===== src/rtl/rom_page_loader_pkg.sv =====
// -----------------------------------------------------------------------------
// rom_loader_pkg
// Shared definitions for the expansion-ROM page loader:
//   - loader_state_t : download FSM states
//   - ASCII_*        : character constants used by the extension decoder
//   - hex_nibble()   : maps one ASCII hex digit to {valid, value}
// -----------------------------------------------------------------------------
package rom_loader_pkg;

    typedef enum logic [1:0] {
        IDLE   = 2'd0,
        DECODE = 2'd1,
        LOAD   = 2'd2,
        FINISH = 2'd3
    } loader_state_t;

    localparam logic [7:0] ASCII_0 = 8'h30;
    localparam logic [7:0] ASCII_9 = 8'h39;
    localparam logic [7:0] ASCII_A = 8'h41;
    localparam logic [7:0] ASCII_F = 8'h46;
    localparam logic [7:0] ASCII_Z = 8'h5A;

    // '0'..'9' are 0x30..0x39, so the low nibble is already the value.
    // 'A'..'F' are 0x41..0x46, so the low nibble plus 9 gives 10..15.
    function automatic logic [4:0] hex_nibble(input logic [7:0] c);
        if (c >= ASCII_0 && c <= ASCII_9)
            return {1'b1, c[3:0]};
        else if (c >= ASCII_A && c <= ASCII_F)
            return {1'b1, c[3:0] + 4'd9};
        else
            return 5'b0_0000;
    endfunction

endpackage


===== src/rtl/rom_page_loader_presence_map.sv =====
// -----------------------------------------------------------------------------
// rom_presence_map
// One bit per ROM page recording whether that page holds downloaded data.
// Ports:
//   clk_sys  : system clock
//   reset    : asynchronous active-high reset, clears every bit
//   set_en   : set the bit addressed by set_idx
//   set_idx  : page to mark present
//   clear    : clear every bit (a coincident set still wins for its page)
//   rd_idx   : lookup index
//   rd_valid : registered presence bit of rd_idx (one-cycle latency)
// -----------------------------------------------------------------------------
module rom_presence_map #(
    parameter int PAGE_BITS = 8
) (
    input  logic                 clk_sys,
    input  logic                 reset,
    input  logic                 set_en,
    input  logic [PAGE_BITS-1:0] set_idx,
    input  logic                 clear,
    input  logic [PAGE_BITS-1:0] rd_idx,
    output logic                 rd_valid
);
    localparam int DEPTH = 1 << PAGE_BITS;

    logic [DEPTH-1:0] r_map;
    logic [DEPTH-1:0] w_hit;
    logic             r_rd_valid;

    // One-hot decode of the page being set this cycle.
    generate
        for (genvar gi = 0; gi < DEPTH; gi++) begin : g_hit
            assign w_hit[gi] = set_en && (set_idx == PAGE_BITS'(gi));
        end
    endgenerate

    // Clear first, then OR in the set so a simultaneous set survives.
    always_ff @(posedge clk_sys or posedge reset) begin
        if (reset) begin
            r_map      <= '0;
            r_rd_valid <= 1'b0;
        end else begin
            r_map      <= (r_map & ~{DEPTH{clear}}) | w_hit;
            r_rd_valid <= r_map[rd_idx];
        end
    end

    assign rd_valid = r_rd_valid;

endmodule


===== src/rtl/rom_page_loader.sv =====
// -----------------------------------------------------------------------------
// rom_page_loader
// Expansion-ROM download engine between the ioctl byte stream and the SDRAM
// boot-write port. The two-character file extension selects a base page
// (hex "00".."FF", "ZZ" = page 0, "Z0" = combo: page 0 then COMBO_PAGE..).
// Each 2^PAGE_ADDR_W-byte page of the file lands in its target SDRAM page;
// bytes whose page would fall outside the map are dropped and flagged.
//
// Ports:
//   clk_sys, reset          : clock, asynchronous active-high reset
//   ioctl_download/wr/addr/dout/index/file_ext : download stream
//   map_clear               : clear the presence map
//   map_page / map_valid    : presence lookup, one-cycle latency
//   boot_wr/boot_a/boot_dout: SDRAM write port, one cycle behind ioctl_wr
//   load_done               : one-cycle pulse when a download finishes
//   load_err                : sticky error for the last download
//   load_pages              : highest accepted page offset + 1
//   load_sum                : 16-bit sum of accepted bytes
//
// Build option: define ROM_PAGE_LOADER_CHECKSUM_EN to compute load_sum;
// without it load_sum is constant 0.
// -----------------------------------------------------------------------------
module rom_page_loader #(
    parameter int PAGE_BITS   = 8,
    parameter int PAGE_ADDR_W = 14,
    parameter int ADDR_W      = 23,
    parameter int COMBO_PAGE  = (1 << PAGE_BITS) - 1
) (
    input  logic                 clk_sys,
    input  logic                 reset,
    input  logic                 ioctl_download,
    input  logic                 ioctl_wr,
    input  logic [24:0]          ioctl_addr,
    input  logic [7:0]           ioctl_dout,
    input  logic [7:0]           ioctl_index,
    input  logic [15:0]          ioctl_file_ext,
    input  logic                 map_clear,
    input  logic [PAGE_BITS-1:0] map_page,
    output logic                 map_valid,
    output logic                 boot_wr,
    output logic [ADDR_W-1:0]    boot_a,
    output logic [7:0]           boot_dout,
    output logic                 load_done,
    output logic                 load_err,
    output logic [PAGE_BITS:0]   load_pages,
    output logic [15:0]          load_sum
);
    import rom_loader_pkg::*;

    localparam int TW = PAGE_BITS + 1;   // target page width incl. overflow bit

    loader_state_t          r_state;
    logic                   r_dl_prev;
    logic                   r_wr_prev;
    logic                   r_last_acc;
    logic [PAGE_BITS-1:0]   r_last_tgt;
    logic [PAGE_BITS-1:0]   r_base;
    logic                   r_combo;
    logic                   r_bad;
    logic                   r_boot_wr;
    logic [ADDR_W-1:0]      r_boot_a;
    logic [7:0]             r_boot_dout;
    logic                   r_load_done;
    logic                   r_load_err;
    logic [PAGE_BITS:0]     r_load_pages;

    logic [PAGE_BITS-1:0]   w_off;
    logic [TW-1:0]          w_off_ext;
    logic [TW-1:0]          w_tgt;
    logic                   w_hi_zero;
    logic                   w_in_load;
    logic                   w_accept;
    logic                   w_drop;
    logic [ADDR_W-1:0]      w_boot_a;
    logic [4:0]             w_hi_nib;
    logic [4:0]             w_lo_nib;
    logic                   w_ext_zz;
    logic                   w_ext_z0;
    logic                   w_set_en;

    // ---------------------------------------------------------------- decode
    assign w_hi_nib = hex_nibble(ioctl_file_ext[15:8]);
    assign w_lo_nib = hex_nibble(ioctl_file_ext[7:0]);
    assign w_ext_zz = (ioctl_file_ext[15:8] == ASCII_Z) && (ioctl_file_ext[7:0] == ASCII_Z);
    assign w_ext_z0 = (ioctl_file_ext[15:8] == ASCII_Z) && (ioctl_file_ext[7:0] == ASCII_0);

    // ---------------------------------------------------------- target page
    assign w_off     = ioctl_addr[PAGE_ADDR_W+PAGE_BITS-1:PAGE_ADDR_W];
    assign w_off_ext = {1'b0, w_off};

    // One bit wider than the page index so overflow is detected, not wrapped.
    always_comb begin
        w_tgt = '0;
        if (r_combo) begin
            if (w_off != '0)
                w_tgt = TW'(COMBO_PAGE) + w_off_ext - TW'(1);
        end else begin
            w_tgt = {1'b0, r_base} + w_off_ext;
        end
    end

    // File offsets beyond the whole map are never valid.
    assign w_hi_zero = (ioctl_addr >> (PAGE_BITS + PAGE_ADDR_W)) == '0;

    assign w_in_load = (r_state == LOAD);
    assign w_accept  = w_in_load && ioctl_wr && !r_bad && !w_tgt[PAGE_BITS] && w_hi_zero;
    assign w_drop    = w_in_load && ioctl_wr && !w_accept;

    // MSB selects the ROM region; zero padding sits between it and the page.
    assign w_boot_a = (ADDR_W'(1) << (ADDR_W - 1))
                    | ADDR_W'({w_tgt[PAGE_BITS-1:0], ioctl_addr[PAGE_ADDR_W-1:0]});

    // ------------------------------------------------------------------ FSM
    always_ff @(posedge clk_sys or posedge reset) begin
        if (reset) begin
            r_state      <= IDLE;
            // Held high so a download still in progress when reset is
            // released is not mistaken for a new rising edge.
            r_dl_prev    <= 1'b1;
            r_wr_prev    <= 1'b0;
            r_last_acc   <= 1'b0;
            r_last_tgt   <= '0;
            r_base       <= '0;
            r_combo      <= 1'b0;
            r_bad        <= 1'b0;
            r_boot_wr    <= 1'b0;
            r_boot_a     <= '0;
            r_boot_dout  <= '0;
            r_load_done  <= 1'b0;
            r_load_err   <= 1'b0;
            r_load_pages <= '0;
        end else begin
            r_dl_prev   <= ioctl_download;
            r_wr_prev   <= ioctl_wr;
            r_last_acc  <= w_accept;
            r_last_tgt  <= w_tgt[PAGE_BITS-1:0];
            r_boot_wr   <= w_accept;
            r_load_done <= 1'b0;
            if (w_accept) begin
                r_boot_a    <= w_boot_a;
                r_boot_dout <= ioctl_dout;
            end

            case (r_state)
                IDLE: begin
                    if (ioctl_download && !r_dl_prev && (ioctl_index != 8'd0))
                        r_state <= DECODE;
                end
                DECODE: begin
                    r_state      <= LOAD;
                    r_load_pages <= '0;
                    r_base       <= '0;
                    r_combo      <= 1'b0;
                    r_bad        <= 1'b0;
                    r_load_err   <= 1'b0;
                    if (w_hi_nib[4] && w_lo_nib[4]) begin
                        r_base <= PAGE_BITS'({w_hi_nib[3:0], w_lo_nib[3:0]});
                    end else if (w_ext_z0) begin
                        r_combo <= 1'b1;
                    end else if (!w_ext_zz) begin
                        r_bad      <= 1'b1;
                        r_load_err <= 1'b1;
                    end
                end
                LOAD: begin
                    if (w_drop)
                        r_load_err <= 1'b1;
                    if (w_accept && ((w_off_ext + TW'(1)) > r_load_pages))
                        r_load_pages <= w_off_ext + TW'(1);
                    if (!ioctl_download) begin
                        r_state     <= FINISH;
                        r_load_done <= 1'b1;
                    end
                end
                FINISH: begin
                    r_state <= IDLE;
                end
                default: r_state <= IDLE;
            endcase
        end
    end

    // A page is marked present when the strobe of an accepted byte ends.
    assign w_set_en = r_wr_prev && !ioctl_wr && r_last_acc;

    rom_presence_map #(
        .PAGE_BITS (PAGE_BITS)
    ) u_map (
        .clk_sys  (clk_sys),
        .reset    (reset),
        .set_en   (w_set_en),
        .set_idx  (r_last_tgt),
        .clear    (map_clear),
        .rd_idx   (map_page),
        .rd_valid (map_valid)
    );

`ifdef ROM_PAGE_LOADER_CHECKSUM_EN
    logic [15:0] r_sum;

    always_ff @(posedge clk_sys or posedge reset) begin
        if (reset)
            r_sum <= '0;
        else if (r_state == DECODE)
            r_sum <= '0;
        else if (w_accept)
            r_sum <= r_sum + {8'h00, ioctl_dout};
    end

    assign load_sum = r_sum;
`else
    assign load_sum = 16'h0000;
`endif

    assign boot_wr    = r_boot_wr;
    assign boot_a     = r_boot_a;
    assign boot_dout  = r_boot_dout;
    assign load_done  = r_load_done;
    assign load_err   = r_load_err;
    assign load_pages = r_load_pages;

endmodule


===== config.mk =====
export PLATFORM = sky130hd
export DESIGN_NAME = rom_page_loader
export DESIGN_NICKNAME = d
export VERILOG_FILES = /design/src/rtl/rom_page_loader_pkg.sv /design/src/rtl/rom_page_loader_presence_map.sv /design/src/rtl/rom_page_loader.sv
export SDC_FILE = /design/constraint.sdc
export NUM_CORES = 1
export LEC_CHECK = 0
export CORE_UTILIZATION = 30
export CTS_BUF_LIST = sky130_fd_sc_hd__clkbuf_8
export DETAILED_ROUTE_END_ITERATION = 10
export PLACE_DENSITY = 0.57
export SLEW_MARGIN = 25
export SYNTH_ARGS = -nofsm -noshare
export SYNTH_HDL_FRONTEND = slang
export SYNTH_SLANG_ARGS = --single-unit

===== constraint.sdc =====
create_clock -name clk_sys -period 12.9 [get_ports clk_sys]
set_clock_uncertainty 0.2 [all_clocks]
set_input_delay 3.87 -clock clk_sys [delete_from_list [all_inputs] [get_ports clk_sys]]
set_output_delay 3.87 -clock clk_sys [all_outputs]
set_load 0.05 [all_outputs]

==> run_results.csv, run 1 <==
group,metric,value,unit
run_status,outcome,"complete, no violations",
sta,setup_ws,6.09,ns
global_route,grt_pass1_vias,11500,
logic_synthesis,synth_area_leaders,"dfrtp_1 (52%), o22ai_1 (11%), inv_1 (7.0%)",
place,place_area,17200,µm²
setup_path,endpoint_kind,"flop",
drt,detail-route-antenna-nets,0,
floorplan,die_h,230,µm
sta,worstMarginPinSlew,1.12,ns
setup_path,ff2ff_setup_slack,9.68,ns
clock_tree,clk_pin_slew,0.07,ns
setup_path,required,13.28,ns
setup_path,r2r-end,"load_pages[5]",
drt,num_vias,11300,
setup_path,crit_end,"u_map.rd_valid",
clock_tree,ctsHoldBuffers,0,
setup_path,startpoint,"map_page[0]",
finish,final_nets,1650,
sta,max_freq,0.147,GHz
logic_synthesis,synth-async-reset-ratio,100,%
logic_synthesis,syn_avg_cell_area,10.6,µm²
drt,dr.pass1.iters,6,
setup_path,arrival,7.19,ns
setup_path,reg2reg_depth,9,
sta,tns,0,ns
place,dp.cells,2168,
sta,period_minus_slack,6.81,ns
finish,layout-drive-gt1-share,12.3,%
logic_synthesis,synth_top_flop_cell,"dfrtp_1",
place,gp_congestion,0.859,
logic_synthesis,synth_top_area_share,51.7,%
sta,rsz0062_at_grt,"false",
setup_path,crit_type,"in -> reg",
pwr,p_per_area,140,nW/µm²
place,dp_slack,5.42,ns
global_route,grt.total_usage,15.9,%
sta,slew_headroom,25.1,%
job,drv_cap,0,
finish,area_growth,18.8,%
clock_tree,cts_tree,"done",
finish,stdcell_area,18500,µm²
pwr,power_frac_seq,42.4,%
clock_tree,cts.path.max_buffers,3,
pwr,p_leak,7.68,nW
logic_synthesis,yosys.area.top_type,"dfrtp_1",
clock_tree,h-tree-depth,2,
pwr,p_comb_share,19.7,%
floorplan,dieArea,52700,µm²
pwr,swShare,31.2,%
logic_synthesis,syn-cell-area,15500,µm²
floorplan,pin_count,130,
sta,drv_slew,0,
clock_tree,cts_resized,0,
drt,vias_per_cell,4.96,
drt,drc,0,
pwr,power_switching,0.806,mW
logic_synthesis,syn_inst,1461,
clock_tree,worst_skew_pair.late_latency,0.64,ns
pwr,ir_worst_vdd,183,µV
sta,hold_violations,0,
drt,drt_wl_total,41200,µm
floorplan,fp.dieW,230,µm
place,io_buffers,113,
logic_synthesis,synth_cell_type_count,63,
logic_synthesis,yosysSeqAreaShare,51.9,%
global_route,grt_max_degree,184,
sta,setup-violations-final,0,
floorplan,core,51200,µm²
logic_synthesis,ys_warn_count,0,
clock_tree,cts_made_buffers,55,
clock_tree,root_buffer,"clkbuf_8",
setup_path,cp-start-kind,"input pin",
pwr,clkPwrFrac,37.9,%
finish,fin_cells,2271,
global_route,grt_overflow,0,
sta,period_share,52.8,%
floorplan,start_util,30.3,%
clock_tree,cts_sinks,322,
logic_synthesis,ys_ff_latch,322,
pwr,p_int,1.78,mW
drt,wl_per_cell,18.1,µm
floorplan,rows,83,
clock_tree,post_cts_buffers,0,
setup_path,rr_startpoint,"r_base[0]",
global_route,grt_pass1_wl,66000,µm
drt,drtIter0Drc,1005,
finish,layout_commonest_cell,"dfrtp_1",
setup_path,path_max_fanout,44,
global_route,antenna_found_initial,0,
place,hpwl,25600,µm
hold_path,hp-class,"reg -> reg",
finish,final_cell_mix,"dfrtp_1 (321), inv_1 (301), o22ai_1 (284)",
logic_synthesis,synth_edf_count,0,
==> cells in the mapped netlist (all sizes together) (4+ instances only) <==
| master | number |
|---|---|
| dfrtp | 321 |
| inv | 288 |
| o22ai | 284 |
| clkbuf | 80 |
| mux2i | 66 |
| nand2 | 50 |
| mux4 | 42 |
| mux2 | 40 |
| nor2 | 35 |
| buf | 34 |
| ha | 33 |
| nand3 | 25 |
| nor2b | 19 |
| xnor2 | 18 |
| o21ai | 14 |
| nor4 | 13 |
| a21oi | 12 |
| nand4 | 7 |
| nor3 | 6 |
| and2 | 5 |
| nor3b | 5 |
| a22o | 4 |
| o211ai | 4 |
| o21a | 4 |
| o21bai | 4 |
| or3 | 4 |
| xor2 | 4 |
==> through the flow <==
step | power [mW] | util (%) | hold slack, ns
after CTS | 2.62 | 36.0 | 0.288
after floorplan | 1.45 | - | 0.285
after global routing | 2.70 | 36.0 | 0.334
after detailed placement | 1.62 | 33.7 | 0.264
after global placement | 1.61 | 33.5 | 0.253
final | 2.58 | 36.1 | 0.285
==> layout make-up <==
class / count / area [µm²]
Clock inverter: 29 / 204
Sequential cell: 322 / 8060
Tap cell: 680 / 851
Multi-Input combinational cell: 752 / 5940
Timing Repair Buffer: 127 / 1340
Clock buffer: 71 / 977
Fill cell: 5104 / 32700
Inverter: 288 / 1080
Antenna cell: 2 / 5.00
==> how the worst min path moves through the flow <==
stage	from	endpoint	slack, ns	depth (start not counted)
after detailed placement	boot_a[22]	boot_a[22]	0.26	1
after CTS	boot_a[22]	boot_a[22]	0.29	1
after global placement	boot_a[22]	boot_a[22]	0.25	1
after floorplan	r_base[2]	r_base[2]	0.28	1
final	boot_a[22]	boot_a[22]	0.29	1
after global routing	boot_a[10]	boot_a[10]	0.33	1
==> state kept, by name, summed over array words and instances, names as in the netlist, 2 cells and up <==
register	cells
boot_dout	8
u_map.r_map	256
r_state	2
r_last_tgt	8
boot_a	23
r_base	8
load_pages	9
==> power by group through the flow <==
stage / Combinational [mW] / Clock (mW) / Sequential, mW
3_3_place_gp: 0.506 / 0 / 1.11
6_report: 0.509 / 0.978 / 1.10
2_1_floorplan: 0.182 / 0 / 1.27
3_5_place_dp: 0.511 / 0 / 1.11
4_1_cts: 0.513 / 1.01 / 1.10
5_1_grt: 0.543 / 1.05 / 1.10
==> kinds of logic (layout without fill, tap and decap cells) <==
logic type,Yosys count,count (layout),synth area share (%)
AOI/OAI and AO/OA,348,348,14.4
xor gates and xnor gates,22,22,1.24
adders and majority gates,34,34,2.79
buffers and inverters,402,515,10.4
DFF,322,322,51.9
muxes,148,148,13.4
other,1,18,0.0241
and+or+nand+nor,184,184,6.00
==> per-layer routing <==
layer	GRT usage [%]	share of wire, %
met3	4.01	6.6
met5	0	0
met4	5.90	2.6
met1	21.6	45
met2	24.3	46
==> worst max-delay path, stage by stage <==
cell and delay, ns:
buf_4 0.38, buf_4 0.74, nand3b_1 0.62, o22ai_1 0.36, nor4_1 0.07, or4b_2 0.66, nor3_1 0.20, o31ai_1 0.10
o2111ai_1 0.11
Note: power is estimated with default switching activity, not from simulation.
==> inputs of run 2 (changes only) <==
clock period = 5.5 ns   (was 12.9 ns; I/O delays follow)
==> run_results.csv, run 2 (same netlist as run 1, synthesis figures left out) <==
group,metric,value,unit
run_status,outcome,"complete, no violations",
finish,regMostFlops,"u_map.r_map",
clock_tree,cts_sinks,322,
floorplan,dieArea,52700,µm²
hold_path,hp-class,"reg -> reg",
global_route,grt_max_degree,122,
floorplan,die_h,230,µm
finish,area_growth,19.2,%
sta,rsz0062_at_grt,"false",
sta,fin_hold_ws,0.267,ns
sta,tns,0,ns
setup_path,crit_type,"in -> reg",
pwr,swShare,31.0,%
sta,max_freq,0.224,GHz
sta,slew_headroom,30.4,%
floorplan,rows,83,
clock_tree,cts.path.max_buffers,3,
finish,final_nets,1660,
finish,layout-drive-gt1-share,12.5,%
global_route,antenna_found_initial,1,
sta,drv_slew,0,
clock_tree,cts_resized,0,
drt,drt_wl_total,41700,µm
finish,layout_commonest_cell,"dfrtp_1",
clock_tree,h-tree-depth,2,
clock_tree,ctsHoldBuffers,0,
pwr,clkPwrFrac,38.3,%
sta,worstMarginPinSlew,1.04,ns
sta,setup_ws,1.04,ns
sta,hold_violations,0,
place,io_buffers,113,
pwr,p_int,4.22,mW
sta,period_minus_slack,4.46,ns
finish,largest_reg_flops,256,
setup_path,cp-start-kind,"input pin",
sta,setup-violations-final,0,
pwr,total_power,6.11,mW
floorplan,pin_count,130,
drt,drtIter0Drc,825,
setup_path,path_max_fanout,9,
drt,num_vias,11200,
floorplan,start_util,30.3,%
pwr,p_comb_share,19.7,%
finish,fillers,5107,
drt,drc,0,
clock_tree,root_buffer,"clkbuf_8",
place,place_area,17300,µm²
clock_tree,clk_pin_slew,0.06,ns
finish,final_cell_mix,"dfrtp_1 (321), inv_1 (306), o22ai_1 (284)",
clock_tree,post_cts_buffers,0,
pwr,p_per_area,330,nW/µm²
clock_tree,cts_made_buffers,55,
pwr,power_switching,1.90,mW
floorplan,fp.dieW,230,µm
drt,vias_per_cell,4.91,
setup_path,arrival,4.77,ns
drt,dr.pass1.iters,5,
global_route,grt_overflow,0,
pwr,power_frac_seq,42.0,%
floorplan,core,51200,µm²
place,gp_congestion,0.848,
place,hpwl,27000,µm
job,drv_cap,0,
pwr,p_leak,7.73,nW
setup_path,required,5.82,ns
pwr,ir_worst_vdd,351,µV
sta,period_share,81.0,%
global_route,grt_pass1_wl,67300,µm
setup_path,endpoint_kind,"flop",
drt,wl_per_cell,18.3,µm
clock_tree,cts_tree,"done",
drt,detail-route-antenna-nets,0,
place,dp_slack,0.451,ns
global_route,grt.total_usage,16.2,%
finish,stdcell_area,18500,µm²
clock_tree,worst_skew_pair.late_latency,0.67,ns
global_route,grt_pass1_vias,11800,
run 2: critical path, cell delays in order:
cell,delay [ns]
clkdlybuf4s50_1,0.68
inv_1,0.14
ha_1,0.32
ha_1,0.30
nor2b_1,0.14
o21a_1,0.16
o21a_1,0.16
o21a_1,0.16
o21ai_0,0.21
a211o_1,0.50
mux2_4,0.34
run 2: layout make-up:
class | instances | area [µm²] | area share (%)
Sequential cell | 322 | 8060 | 43.5
Antenna cell | 1 | 2.50 | 0.0135
Timing Repair Buffer | 137 | 1380 | 7.47
Clock inverter | 30 | 228 | 1.23
Tap cell | 680 | 851 | 4.59
Multi-Input combinational cell | 752 | 5930 | 32.0
Inverter | 288 | 1080 | 5.86
Clock buffer | 71 | 977 | 5.28
run 2: routing by layer:
layer,track usage (%),wire [µm],vias up,part of all wire (%)
met4,5.00,839,0,2.0
met2,25.4,19200,272,46
met5,0,0,-,0
met1,21.8,19100,5589,46
li1,-,-,5272,-
met3,4.11,2560,64,6.1
run 2: path summary, 6_finish.rpt:
path	from	endpoint	slack (ns)	depth (start not counted)
setup / recovery	ioctl_addr[15]	load_pages[4]	1.04	11
hold / removal	boot_a[22]	boot_a[22]	0.27	1
setup reg to reg	r_base[0]	load_pages[4]	2.31	9
hold reg to reg	boot_a[22]	boot_a[22]	0.27	1
max in group asynchronous	reset	u_map.r_map[213]	2.87	3
min in group asynchronous	reset	u_map.r_map[105]	1.41	2
run 2: power groups by stage:
stage / Combinational, mW / Clock, mW / Sequential, mW
finish: 1.21 / 2.34 / 2.57
global route: 1.29 / 2.52 / 2.58
CTS: 1.22 / 2.41 / 2.57
detailed placement: 1.21 / 0 / 2.61
global placement: 1.20 / 0 / 2.60
floorplan: 0.426 / 0 / 2.97
run 2: stage by stage:
stage | util (%) | instances
after floorplan | - | 1476
after detailed placement | 33.8 | 2179
after global placement | 33.8 | 2179
final | 36.2 | 2281
after CTS | 36.2 | 2280
after global routing | 36.2 | 2281
